**config.mk**
```make
export PLATFORM = sky130hd
export DESIGN_NAME = pipe_stage_ctrl
export DESIGN_NICKNAME = d
export VERILOG_FILES = /design/src/rtl/pipe_stage_ctrl.sv
export SDC_FILE = /design/constraint.sdc
export NUM_CORES = 1
export LEC_CHECK = 0
export ABC_AREA = 1
export CORE_AREA = 4 4 171 173
export CTS_CLUSTER_DIAMETER = 50
export CTS_CLUSTER_SIZE = 40
export DETAILED_ROUTE_END_ITERATION = 8
export DIE_AREA = 0 0 175 177
export DONT_BUFFER_PORTS = 1
export SETUP_SLACK_MARGIN = 0.5
export SLEW_MARGIN = 20
export SYNTH_ARGS = -nofsm -noshare
export SYNTH_HDL_FRONTEND = slang
export SYNTH_SLANG_ARGS = --single-unit
```
**constraint.sdc**
```tcl
create_clock -name clk -period 3.3 [get_ports clk]
set_input_delay 0.66 -clock clk [delete_from_list [all_inputs] [get_ports clk]]
set_output_delay 0.66 -clock clk [all_outputs]
set_load 0.1 [all_outputs]
```
**src/rtl/pipe_stage_ctrl.sv**
```systemverilog
// PC holder and ID/EX/MEM/WB pipeline registers driven by hazard-unit pause/bubble controls.
// Optional PIPE_PERF_EN adds stall, bubble and retire counters.
module pipe_stage_ctrl #(
  parameter logic [31:0] RESET_PC = 32'h0000_0000,
  parameter int unsigned INST_W   = 32,
  parameter int unsigned CTRL_W   = 24,
  parameter int unsigned DATA_W   = 32
) (
  input  logic              clk,
  input  logic              rst_n,
  input  logic              pc_pause,
  input  logic [3:0]        pause,
  input  logic [3:0]        bubble,
  input  logic              redirect_valid,
  input  logic [31:0]       redirect_pc,
  input  logic              if_valid,
  input  logic [INST_W-1:0] if_inst,
  input  logic [CTRL_W-1:0] ex_in_ctrl,
  input  logic [DATA_W-1:0] mem_in_data,
  input  logic [DATA_W-1:0] wb_in_data,
`ifdef PIPE_PERF_EN
  output logic [31:0]       stall_cycles,
  output logic [31:0]       bubble_cycles,
  output logic [31:0]       retired,
`endif
  output logic [31:0]       pc,
  output logic              id_valid,
  output logic              ex_valid,
  output logic              mem_valid,
  output logic              wb_valid,
  output logic [31:0]       id_pc,
  output logic [31:0]       ex_pc,
  output logic [31:0]       mem_pc,
  output logic [31:0]       wb_pc,
  output logic [INST_W-1:0] id_inst,
  output logic [CTRL_W-1:0] ex_ctrl,
  output logic [DATA_W-1:0] mem_data,
  output logic [DATA_W-1:0] wb_data
);

  // Stage bits: 3 = ID, 2 = EX, 1 = MEM, 0 = WB; bubble outranks pause.
  always_ff @(posedge clk or negedge rst_n) begin
    if (!rst_n) begin
      pc        <= RESET_PC;
      id_valid  <= 1'b0;
      ex_valid  <= 1'b0;
      mem_valid <= 1'b0;
      wb_valid  <= 1'b0;
      id_pc     <= '0;
      ex_pc     <= '0;
      mem_pc    <= '0;
      wb_pc     <= '0;
      id_inst   <= '0;
      ex_ctrl   <= '0;
      mem_data  <= '0;
      wb_data   <= '0;
    end else begin
      if (redirect_valid)
        pc <= redirect_pc;
      else if (!pc_pause && if_valid)
        pc <= pc + 32'd4;

      if (bubble[3]) begin
        id_valid <= 1'b0;
      end else if (!pause[3]) begin
        id_valid <= if_valid & ~redirect_valid;
        id_pc    <= pc;
        id_inst  <= if_inst;
      end

      if (bubble[2]) begin
        ex_valid <= 1'b0;
      end else if (!pause[2]) begin
        ex_valid <= id_valid;
        ex_pc    <= id_pc;
        ex_ctrl  <= ex_in_ctrl;
      end

      if (bubble[1]) begin
        mem_valid <= 1'b0;
      end else if (!pause[1]) begin
        mem_valid <= ex_valid;
        mem_pc    <= ex_pc;
        mem_data  <= mem_in_data;
      end

      if (bubble[0]) begin
        wb_valid <= 1'b0;
      end else if (!pause[0]) begin
        wb_valid <= mem_valid;
        wb_pc    <= mem_pc;
        wb_data  <= wb_in_data;
      end
    end
  end

`ifdef PIPE_PERF_EN
  always_ff @(posedge clk or negedge rst_n) begin
    if (!rst_n) begin
      stall_cycles  <= '0;
      bubble_cycles <= '0;
      retired       <= '0;
    end else begin
      if (pc_pause && !redirect_valid)
        stall_cycles <= stall_cycles + 32'd1;
      if (|bubble)
        bubble_cycles <= bubble_cycles + 32'd1;
      if (wb_valid)
        retired <= retired + 32'd1;
    end
  end
`endif

endmodule

```
==> run_results.csv <==
group,metric,value,unit
finish,antennaDiodeCount,0,
floorplanning,core_area,27630,sq um
synthesis,yosysSeqAreaShare,61.36,%
finish,mostFrequentLayoutCell,"dfrtp_1",
synthesis,syn-cell-area,11580,sq um
cts,cts_tree,"yes",
routing,dr.max_layer_used,"met4",
critical_path,path_max_fanout,3,
cts,clk_latency,0.56,ns
routing,met3_length,3130,um
synthesis,syn_avg_cell_area,11.02,sq um
cts,path_clk_slew,0.07,ns
run_status,outcome,"finished with violations",
timing,setup_violations,0,
global_routing,grt_pass1_wl,48020,um
timing,worst_pin_slew,1.090,ns
timing,fmax,0.4401,GHz
finish,drive_gt1_share,23.96,%
finish,mostFrequentLayoutCells,"dfrtp_1 (284), nand2_1 (260), mux2_2 (135), nor2_1 (78), inv_1 (57)",
routing,drc,0,
routing,wl_per_cell,21.35,um
placement,finalWeightedCongestion,0.8348,
timing,skew,0.01876,ns
routing,wl_met1,12290,um
synthesis,ys_top_cells_by_area,"dfrtp_1 (61%), mux2_2 (13%), nand2_1 (8.4%), nor2_1 (2.6%), inv_1 (1.8%)",
floorplanning,num_io_pins,449,
routing,vias,7480,
routing,avgViaCountPerCell,5.040,
global_routing,grt_usage,19.80,%
floorplanning,fp-row-count,61,
cts,cts_setup_buffers,0,
placement,place_area,12190,sq um
synthesis,synthCells,1051,
global_routing,grt_max_degree,285,
power_and_ir_drop,leakagePower,0.005915,uW
timing,hold_ws,-0.2039,ns
global_routing,antenna_found_initial,0,
critical_path,required,2.64,ns
critical_path,cp.arrival,1.61,ns
synthesis,ys.warnings.count,0,
power_and_ir_drop,p_total,13840,uW
synthesis,synthDistinctLibCells,31,
floorplanning,fp.dieW,175,um
timing,hold_viol,284,
floorplanning,start_util,41.92,%
cts,htree_levels,1,
routing,wl_met2,15560,um
worst_hold_path,hold_class,"input pin to async pin",
cts,ctsResizeCount,0,
routing,wirelength,31690,um
floorplanning,die_h,177,um
synthesis,ys_ff_latch,284,
cts,cts_buffer_depth,3,
finish,fin_nets,1248,
timing,rsz0062_at_grt,"no",
timing,post-route-min-period,2.272,ns
routing,postRouteAntennaNets,0,
run_status,failed_checks,"negative hold slack",
timing,max_slew_margin,27.36,%
cts,cts_root_buf,"clkbuf_16",
power_and_ir_drop,power_density,1043,nW/um^2
global_routing,grt_pass1_vias,7627,
routing,drtPass1Iterations,5,
routing,drtIter0Drc,467,
finish,final_area,13270,sq um
synthesis,synth_nets,1217,
synthesis,yosysTopAreaCell,"dfrtp_1",
critical_path,startpoint_type,"flop",
flow_run,cap_viol_max_count,0,
placement,hpwlAfterDp,23570,um
critical_path,crit_path_end_kind,"output pin",
cts,numCtsBuffers,31,
cts,cts.sinks,284,
timing,fin_crit_sh,68.86,%
critical_path,path_class,"flop to output pin",
timing,tns,0,ns
finish,fin_util,48.04,%
placement,io_buffers,0,
synthesis,yosys.area.top_type_share,61.36,%
finish,fill_cells,2544,
floorplanning,dieArea,30980,sq um
global_routing,grt_overflow,0,
power_and_ir_drop,ir_drop,485.4,uV
finish,syn_to_final_growth,14.59,%
timing,slew_viol_final,0,
[sequential cells by signal (all words and copies together) (netlist names)]
register and count:
ex_pc 32, id_inst 32, id_pc 32, mem_data 32
mem_pc 32, pc 32, wb_data 32, wb_pc 32
ex_ctrl 24, ex_valid 1, id_valid 1, mem_valid 1
wb_valid 1
[power by group]
part | internal, uW | leakage, uW | switching [uW]
registers | 3990 | 0.00337 | 5020
logic | 529 | 0.00203 | 761
clock network | 2010 | 0.000519 | 1520
[final timing paths]
path / endpoint / slack (ns) / start / cells after the start
max: ex_pc[31] / 1.03 / ex_pc[31] / 0
min: mem_data[4] / -0.20 / rst_n / 0
max reg2reg: pc[30] / 1.39 / pc[3] / 11
min reg2reg: id_pc[3] / 0.50 / pc[3] / 2
max in group asynchronous: id_inst[30] / 3.04 / rst_n / 0
min in group clk: wb_valid / 0.18 / bubble[0] / 1
[cells by family after synthesis]
| kind of cell | count (synthesis) | share of synthesized area, % |
|---|---|---|
| xor+xnor | 11 | 0.8318 |
| flops | 284 | 61.36 |
| mux | 153 | 14.84 |
| buf+inv | 103 | 3.835 |
| simple gates | 408 | 14.79 |
| fa+ha+maj | 1 | 0.1080 |
| compound gates | 91 | 4.235 |
[per-stage QoR]
| step | worst slack (ns) | std cells |
|---|---|---|
| 2_1_floorplan | 1.109 | 1051 |
| 3_3_place_gp | 1.226 | 1427 |
| 3_5_place_dp | 1.221 | 1427 |
| 4_1_cts | 0.9631 | 1484 |
| 5_1_grt | 0.9672 | 1484 |
| 6_report | 1.028 | 1484 |
[Yosys cell counts]
cell	instances
nor3_1	1
nor2_2	10
nand2_4	1
nand2_1	260
inv_1	57
a22oi_1	1
mux2_1	15
o211ai_1	4
nand4_1	1
a31oi_1	1
clkbuf_1	16
or2_2	1
buf_1	1
buf_2	16
o21bai_1	7
mux2i_1	3
ha_1	1
dfrtp_1	284
xor2_1	7
mux2_2	135
nor2_1	80
and2_1	3
nor2_4	10
nand2_2	7
o21ai_0	39
inv_2	3
buf_4	10
o32ai_1	1
nand3_1	34
a21oi_1	38
xnor2_1	4
[layer usage]
metal / global-route usage (%) / vias up
met5: 0 / -
met4: 5.237 / 0
met3: 6.494 / 45
met2: 33.48 / 336
met1: 24.67 / 3606
li1: - / 3493
[final cells by class]
cell class	count	area [sq um]	area share [%]
sequential	284	7107	53.54
inverter	60	225.2	1.697
clock inverter	21	254.0	1.914
multi-input combinational	664	4056	30.56
clock buffer	36	824.5	6.212
timing repair buffer	41	332.8	2.508
tap	378	473.0	3.563
Power figures use the tool's default switching activity.
